### config.mk
export PLATFORM = sky130hd
export DESIGN_NAME = cache_fill_fsm
export DESIGN_NICKNAME = d
export VERILOG_FILES = /design/src/rtl/cache_pkg.sv /design/src/rtl/fill_counter.sv /design/src/rtl/cache_fill_fsm.sv
export SDC_FILE = /design/constraint.sdc
export NUM_CORES = 1
export LEC_CHECK = 0
export CORE_MARGIN = 2
export CORE_UTILIZATION = 32
export DETAILED_ROUTE_END_ITERATION = 7
export HOLD_SLACK_MARGIN = 0.05
export PLACE_DENSITY = 0.76
export SYNTH_ARGS = -nofsm -noshare
export SYNTH_HDL_FRONTEND = slang
export SYNTH_SLANG_ARGS = --single-unit
export TNS_END_PERCENT = 100
### constraint.sdc
create_clock -name clk -period 1.85 [get_ports clk]
set_clock_uncertainty 0.15 [all_clocks]
set_input_delay 0.37 -clock clk [delete_from_list [all_inputs] [get_ports clk]]
set_output_delay 0.37 -clock clk [all_outputs]
set_load 0.1 [all_outputs]
### src/rtl/cache_pkg.sv
// Shared cache definitions: block geometry, fill FSM state type and the
// block-alignment helper used when latching a miss address.
package cache_pkg;

    localparam int unsigned BLOCK_WORDS = 8;
    localparam int unsigned WORD_IDX_W  = $clog2(BLOCK_WORDS);
    localparam int unsigned OFFSET_W    = WORD_IDX_W + 1;

    typedef enum logic {
        IDLE,
        FILL
    } fill_state_t;

    // Clears the low offset_w bits of a byte address (up to 32 bits wide).
    function automatic logic [31:0] block_base(input logic [31:0] addr,
                                               input int unsigned offset_w);
        return addr & ~((32'd1 << offset_w) - 32'd1);
    endfunction

endpackage

### src/rtl/fill_counter.sv
// Small up-counter used for the fill request and response indices: synchronous
// clear, increment enable and a flag raised while the count equals TERMINAL.
module fill_counter #(
    parameter int unsigned WIDTH    = 4,
    parameter int unsigned TERMINAL = 8
) (
    input  logic             clk,
    input  logic             rst,
    input  logic             clr,
    input  logic             en,
    output logic [WIDTH-1:0] count,
    output logic             at_terminal
);

    logic [WIDTH-1:0] count_q;

    always_ff @(posedge clk) begin
        if (rst || clr) begin
            count_q <= '0;
        end else if (en) begin
            count_q <= count_q + WIDTH'(1);
        end
    end

    assign count       = count_q;
    assign at_terminal = (count_q == WIDTH'(TERMINAL));

endmodule

### src/rtl/cache_fill_fsm.sv
// Cache miss fill engine: fetches the aligned block holding a missing address,
// one word request per cycle, streaming responses into the data array and tagging on the last.
module cache_fill_fsm
    import cache_pkg::*;
#(
    parameter int unsigned ADDR_WIDTH  = 16,
    parameter int unsigned BLOCK_WORDS = cache_pkg::BLOCK_WORDS
) (
    input  logic                           clk,
    input  logic                           rst,
    input  logic                           miss_detected,
    input  logic [ADDR_WIDTH-1:0]          miss_address,
    output logic                           fsm_busy,
    output logic                           mem_enable,
    output logic                           mem_wr,
    output logic [ADDR_WIDTH-1:0]          mem_address,
    input  logic                           mem_data_valid,
    input  logic [15:0]                    mem_data,
    output logic                           write_data_array,
    output logic [$clog2(BLOCK_WORDS)-1:0] fill_word_idx,
    output logic [15:0]                    fill_data,
    output logic                           write_tag_array,
    output logic [ADDR_WIDTH-1:0]          fill_base
);

    localparam int unsigned IdxW  = $clog2(BLOCK_WORDS);
    localparam int unsigned CntW  = IdxW + 1;
    localparam int unsigned OffW  = IdxW + 1;

    fill_state_t     state;
    logic            in_fill;
    logic            start;
    logic            cnt_clr;
    logic [CntW-1:0] req_cnt;
    logic [CntW-1:0] rsp_cnt;
    logic            req_done;
    logic            rsp_last;

    assign in_fill = (state == FILL);
    assign start   = (state == IDLE) && miss_detected;
    // Clearing on completion keeps both counters at zero for the whole idle period.
    assign cnt_clr = start || write_tag_array;

    fill_counter #(
        .WIDTH    (CntW),
        .TERMINAL (BLOCK_WORDS)
    ) u_req_cnt (
        .clk         (clk),
        .rst         (rst),
        .clr         (cnt_clr),
        .en          (mem_enable),
        .count       (req_cnt),
        .at_terminal (req_done)
    );

    fill_counter #(
        .WIDTH    (CntW),
        .TERMINAL (BLOCK_WORDS - 1)
    ) u_rsp_cnt (
        .clk         (clk),
        .rst         (rst),
        .clr         (cnt_clr),
        .en          (write_data_array),
        .count       (rsp_cnt),
        .at_terminal (rsp_last)
    );

    always_ff @(posedge clk) begin
        if (rst) begin
            state     <= IDLE;
            fsm_busy  <= 1'b0;
            fill_base <= '0;
        end else begin
            case (state)
                IDLE: begin
                    if (miss_detected) begin
                        state     <= FILL;
                        fsm_busy  <= 1'b1;
                        fill_base <= ADDR_WIDTH'(block_base(32'(miss_address), OffW));
                    end
                end
                FILL: begin
                    if (write_tag_array) begin
                        state    <= IDLE;
                        fsm_busy <= 1'b0;
                    end
                end
            endcase
        end
    end

    always_comb begin
        mem_wr           = 1'b0;
        mem_enable       = in_fill && !req_done;
        mem_address      = '0;
        if (mem_enable) begin
            mem_address = fill_base + ADDR_WIDTH'({req_cnt, 1'b0});
        end

        // The MSB guard only matters if memory returned more words than requested.
        write_data_array = in_fill && mem_data_valid && !rsp_cnt[IdxW];
        write_tag_array  = write_data_array && rsp_last;
        fill_word_idx    = '0;
        fill_data        = '0;
        if (write_data_array) begin
            fill_word_idx = rsp_cnt[IdxW-1:0];
            fill_data     = mem_data;
        end
    end

endmodule

### Word level (Yosys, flattened, before mapping)

Cells that the tools add are included.

| operators by class | value |
|---|---|
| add/subtract/negate cells | 3 |
| equality and inequality tests | 4 |
| reductions and logical operators | 11 |
| bitwise logic cells | 1 |
| muxes and demuxes | 9 |

Operator list:

| operator | number |
|---|---|
| 16-bit two-way mux | 2 |
| 16-bit by 5-bit adder with 16-bit output | 1 |
| 4-bit by 1-bit adder with 4-bit output, second input constant | 2 |
| 1-bit logical AND | 5 |
| 4-bit by 3-bit == test with 1-bit output, second input constant | 1 |
| 4-bit == test, second input constant | 1 |
| 1-bit two-way mux | 4 |
| 2-bit != test, second input constant | 2 |
| 1-bit case mux with 2 select lines | 2 |
| 2-bit AND reduction | 2 |
| 3-bit two-way mux | 1 |
| 1-bit zero test | 2 |
| 1-bit logical OR | 2 |
| 1-bit inverter | 1 |

| word-level totals | value |
|---|---|
| bits in registers | 22 |
| output and inout port bits | 56 |
| word-level logic and storage cells | 33 |
| bits of input ports | 36 |

### Logic depth before layout (Yosys ltp)

| logic depth | value |
|---|---|
| word-level depth | 5 |
| mapped depth | 6 |

### Hierarchy

A second synthesis with hierarchy kept.

| second synthesis, totals | value |
|---|---|
| cells, all modules | 181 |
| area, all modules | 1405.1 um2 |

By module, submodules not included:

| module | area an instance (um2) | cells each | instances |
|---|---|---|---|
| cache_fill_fsm | 1003.5 | 141 | 1 |
| fill_counter at u_req_cnt | 216.5 | 21 | 1 |
| fill_counter at u_rsp_cnt | 185.2 | 19 | 1 |

### Least setup slack after synthesis

OpenSTA, ideal clock, no wires.

| path | value |
|---|---|
| path kind | reg-to-output |
| start | register fill_base[4] |
| end | output mem_address[15] |
| path buffers | 0 |
| required time | 1330 ps |
| setup slack | -2165 ps |
| arrival time | 3495 ps |
| cell stages (with the launch flop) | 5 |
| path through | dfxtp_1 -> ha_1 -> nand3_4 -> or4_1 -> a21oi_1 |

| on the way | value |
|---|---|
| word-level cells in the longest chain between the ends | 2 |

RTL lines:

| item | RTL line | RTL |
|---|---|---|
| start: declaration | cache_fill_fsm.sv:23 | `output logic [ADDR_WIDTH-1:0] fill_base` |
| start signal: assignment | cache_fill_fsm.sv:79 | `fill_base <= ADDR_WIDTH'(block_base(32'(miss_address), OffW));` |
| 16-bit by 5-bit adder with 16-bit output | cache_fill_fsm.sv:97 | `mem_address = fill_base + ADDR_WIDTH'({req_cnt, 1'b0});` |
| 16-bit two-way mux | cache_fill_fsm.sv:96 | `if (mem_enable) begin` |
| end: declaration | cache_fill_fsm.sv:16 | `output logic [ADDR_WIDTH-1:0] mem_address,` |

Every way passes these cells.

### Final worst setup path

| path | value |
|---|---|
| start | register u_req_cnt.count_q[3], in the netlist u_req_cnt.count[3] |
| end | output mem_address[13] |

| on the way | value |
|---|---|
| word-level cells in the longest chain between the ends | 4 |

RTL lines:

| item | RTL line | RTL |
|---|---|---|
| start: declaration | fill_counter.sv:15 | `logic [WIDTH-1:0] count_q;` |
| start signal: assignment | fill_counter.sv:21 | `count_q <= count_q + WIDTH'(1);` |
| parallel branches: the longest is 3 deep, another holds 16-bit by 5-bit adder with 16-bit output | n/a |  |
| 16-bit two-way mux (*) | cache_fill_fsm.sv:96 |  |

Mark *: on every way between the ends.

==> results.cfg <==
[logic_synthesis]
ys_seq_area_share_pct = 32.03
synthTopCellsByArea = dfxtp_1 (32%), and2_1 (9.1%), nand2_1 (7.9%), a21oi_1 (7.6%), ha_1 (4.5%)
netlist_area_um2 = 1375
synth_top_area_share_pct = 32.03
synth-simple-area-share_pct = 36.58
synth_top_family_by_area = simple AND/OR/NAND/NOR gates
async_flop_share_pct = 0
synthAdderAreaFrac_pct = 4.550
synth-seq-cells = 22
synth_xor_area_share_pct = 4.459
ys_types = 35
synth_mux_area_share_pct = 1.456
syn_inst = 182
yosysWarnings = 0
synth_edf_count = 0
synth-compound-area-share_pct = 13.47
synthFlopType = dfxtp_1
synth.largest_area_cell = dfxtp_1
syn_area_per_cell_um2 = 7.555

[placed_design]
dpl_cell_area_um2 = 3361
hpwl_um = 4248
portBuffers = 81
gp_congestion = 0.7745
pre_cts_ws_ns = -0.2896

[final_layout]
antennaDiodeCount = 0
multi_input_area_um2 = 1156
fillers = 130
drive_above_1_share_pct = 61.09
regArea_um2 = 490.5
nets = 371
syn_to_final_growth_pct = 172.7
final_util_pct = 92.41
design_area_um2 = 3750

[sta]
finalHoldViolations = 0
drv_slew = 0
fin_ws_ns = -0.4637
setup_viol = 36
fin_crit_sh_pct = 125.1
rsz0062_at_grt = true
min_period_ns = 2.314
max_freq_ghz = 0.4322

[global_routing]
grt_max_degree = 17
grt_pass1_vias = 2131
grt.total_usage_pct = 30.57
antenna_found_initial = 0
grt_overflow = 0
grt_pass1_wl_um = 11640

[critical_path]
critical_path.startpoint_type = register
cp_top_family = simple AND/OR/NAND/NOR gates
cp_num_buf_inv = 1
crit_chain = ha_4, nand3_4, or4_4, a21oi_4, buf_12
reg2reg_depth = 6
path_class = register to primary output
cp.required_ns = 1.33
r2r_slack_ns = 0.05
cp.arrival_ns = 1.79
timing.rr.end = u_req_cnt.count[1]$_SDFFE_PP0P_
cp-end-kind = primary output
path_depth = 5
worst_r2r_startpoint = u_rsp_cnt.count[3]$_SDFFE_PP0N_
slowest_stage = or4_4
crit_start = u_req_cnt.count[3]$_SDFFE_PP0P_
critPathMaxFanout = 6
max_stage_delay_ns = 0.51

[floorplanning]
initial_core_util_pct = 33.89
row_count = 23
core_um2 = 4058
die_h_um = 69.55
ios = 92
die_area_um2 = 4837
die_w_um = 69.55

[cts]
clk_pin_slew_ns = 0.09
clock_path_buffers = 2
cts_num_sinks = 22
insertion_delay_ns = 0.27
cts_buffers = 3
ctsHoldBuffers = 0
htree_levels = 1
cts_root_buf = clkbuf_8
cts_tree = built

[pwr]
peakVddDrop_mv = 0.4572
p_leak_nw = 1.495
power_density_nw_per_um2 = 465.5

[job]
maxCapViolations = 0

[route]
totalWireLength_um = 7603
drc = 0
ant_nets = 0
dr.first_iter.drc_count = 187
drt-wirelength-per-cell_um = 20.06
firstDrtPassIters = 4
vias = 2047
drt-vias-per-instance = 5.401

[outcome]
violations = setup timing
status = finished, violations left

[min_path]
hold_start = fill_base[11]$_SDFFE_PP0P_
min_path_cells = 2
hold_class = register to register
hold_end = fill_base[11]$_SDFFE_PP0P_
==> registers in the layout, summed over array words and instances (netlist names) <==
register,flops
fsm_busy,1
in_fill,1
u_req_cnt.count,4
u_rsp_cnt.count,4
fill_base,12
==> cells by family (layout without fill, tap and decap cells) <==
group,count (synthesis),in the layout
AND/OR/NAND/NOR,92,92
AO/OA/AOI/OAI,33,33
flip-flops,22,22
buffers and inverters,20,162
XOR/XNOR,7,7
adder cells (fa/ha/maj),5,5
multiplexers,2,2
other,1,6
==> timing repair <==
action | in CTS | in global routing
resized for setup | 24 | 13
buffers inserted | 23 | 7
pin swaps | 19 | 10
gates cloned | 2 | 0
endpoints found under the setup margin | 36 | 39
==> power by group <==
group          total (mW)  leakage (nW)  switching, mW  internal [mW]
clock network       0.315        0.0231          0.166          0.149
logic               0.906          1.28          0.540          0.366
registers           0.524         0.190         0.0364          0.488
==> worst max-delay path by stage <==
| stage | to | slack, ns |
|---|---|---|
| final | mem_address[13] | -0.46 |
| after global routing | mem_address[13] | -0.49 |
| after floorplan | mem_address[13] | -0.61 |
| after detailed placement | fill_data[8] | -0.29 |
| after CTS | mem_address[13] | -0.43 |
| after global placement | fill_data[15] | -0.27 |
==> cells in the mapped netlist (all sizes together), types with 2 or more instances <==
cell     n
a21oi   21
and2    20
and3     2
and3b    2
buf      7
clkbuf   9
dfxtp   22
ha       5
inv      4
mux2i    2
nand2   29
nand3    5
nand4    6
nor2    12
nor2b    2
nor3     4
o21ai    6
o31ai    3
or3      3
or4      3
xnor2    2
xor2     5
==> tightest hold or removal path: cells and delay by family, from the launching register on <==
kind	cells	cell delay, ns
AO/OA/AOI/OAI	1	0.06
flip-flops	1	0.37
AND/OR/NAND/NOR	1	0.06
==> cells in the final DEF, fill, tap and decap left out, types with 4 or more instances in the layout <==
| cell type | instances |
|---|---|
| a21oi_1 | 14 |
| a21oi_4 | 7 |
| and2_4 | 19 |
| buf_12 | 54 |
| buf_4 | 58 |
| buf_6 | 8 |
| clkdlybuf4s50_1 | 30 |
| conb_1 | 6 |
| dfxtp_1 | 6 |
| dfxtp_2 | 4 |
| dfxtp_4 | 12 |
| nand2_1 | 28 |
| nand4_1 | 5 |
| nor2_1 | 5 |
| nor2_4 | 6 |
| nor3_1 | 4 |
| o21ai_0 | 6 |
| xor2_1 | 5 |
==> layout make-up <==
cell class | instances | share of cell area (%)
Clock inverter | 1 | 0.1001
Sequential cell | 22 | 13.08
Timing Repair Buffer | 154 | 52.65
Clock buffer | 3 | 1.101
Multi-Input combinational cell | 145 | 30.83
Tap cell | 50 | 1.668
Inverter | 4 | 0.5672
==> routing by layer <==
| metal | part of all wire [%] | track usage, % |
|---|---|---|
| met5 | 0 | 0 |
| met4 | 4.0 | 13.51 |
| met3 | 6.7 | 6.105 |
| met2 | 51 | 54.27 |
| met1 | 38 | 35.24 |
==> per-stage QoR <==
stage	cells	TNS, ns	hold slack (ns)	power (mW)
finish	379	-9.161	0.3763	1.745
global route	379	-10.13	0.3874	1.786
CTS	375	-7.172	0.3618	1.700
detailed placement	347	-7.997	0.3508	1.353
global placement	347	-7.199	0.3164	1.336
floorplan	187	-5.136	0.2960	1.021
Note: power is estimated with default switching activity, not from simulation.
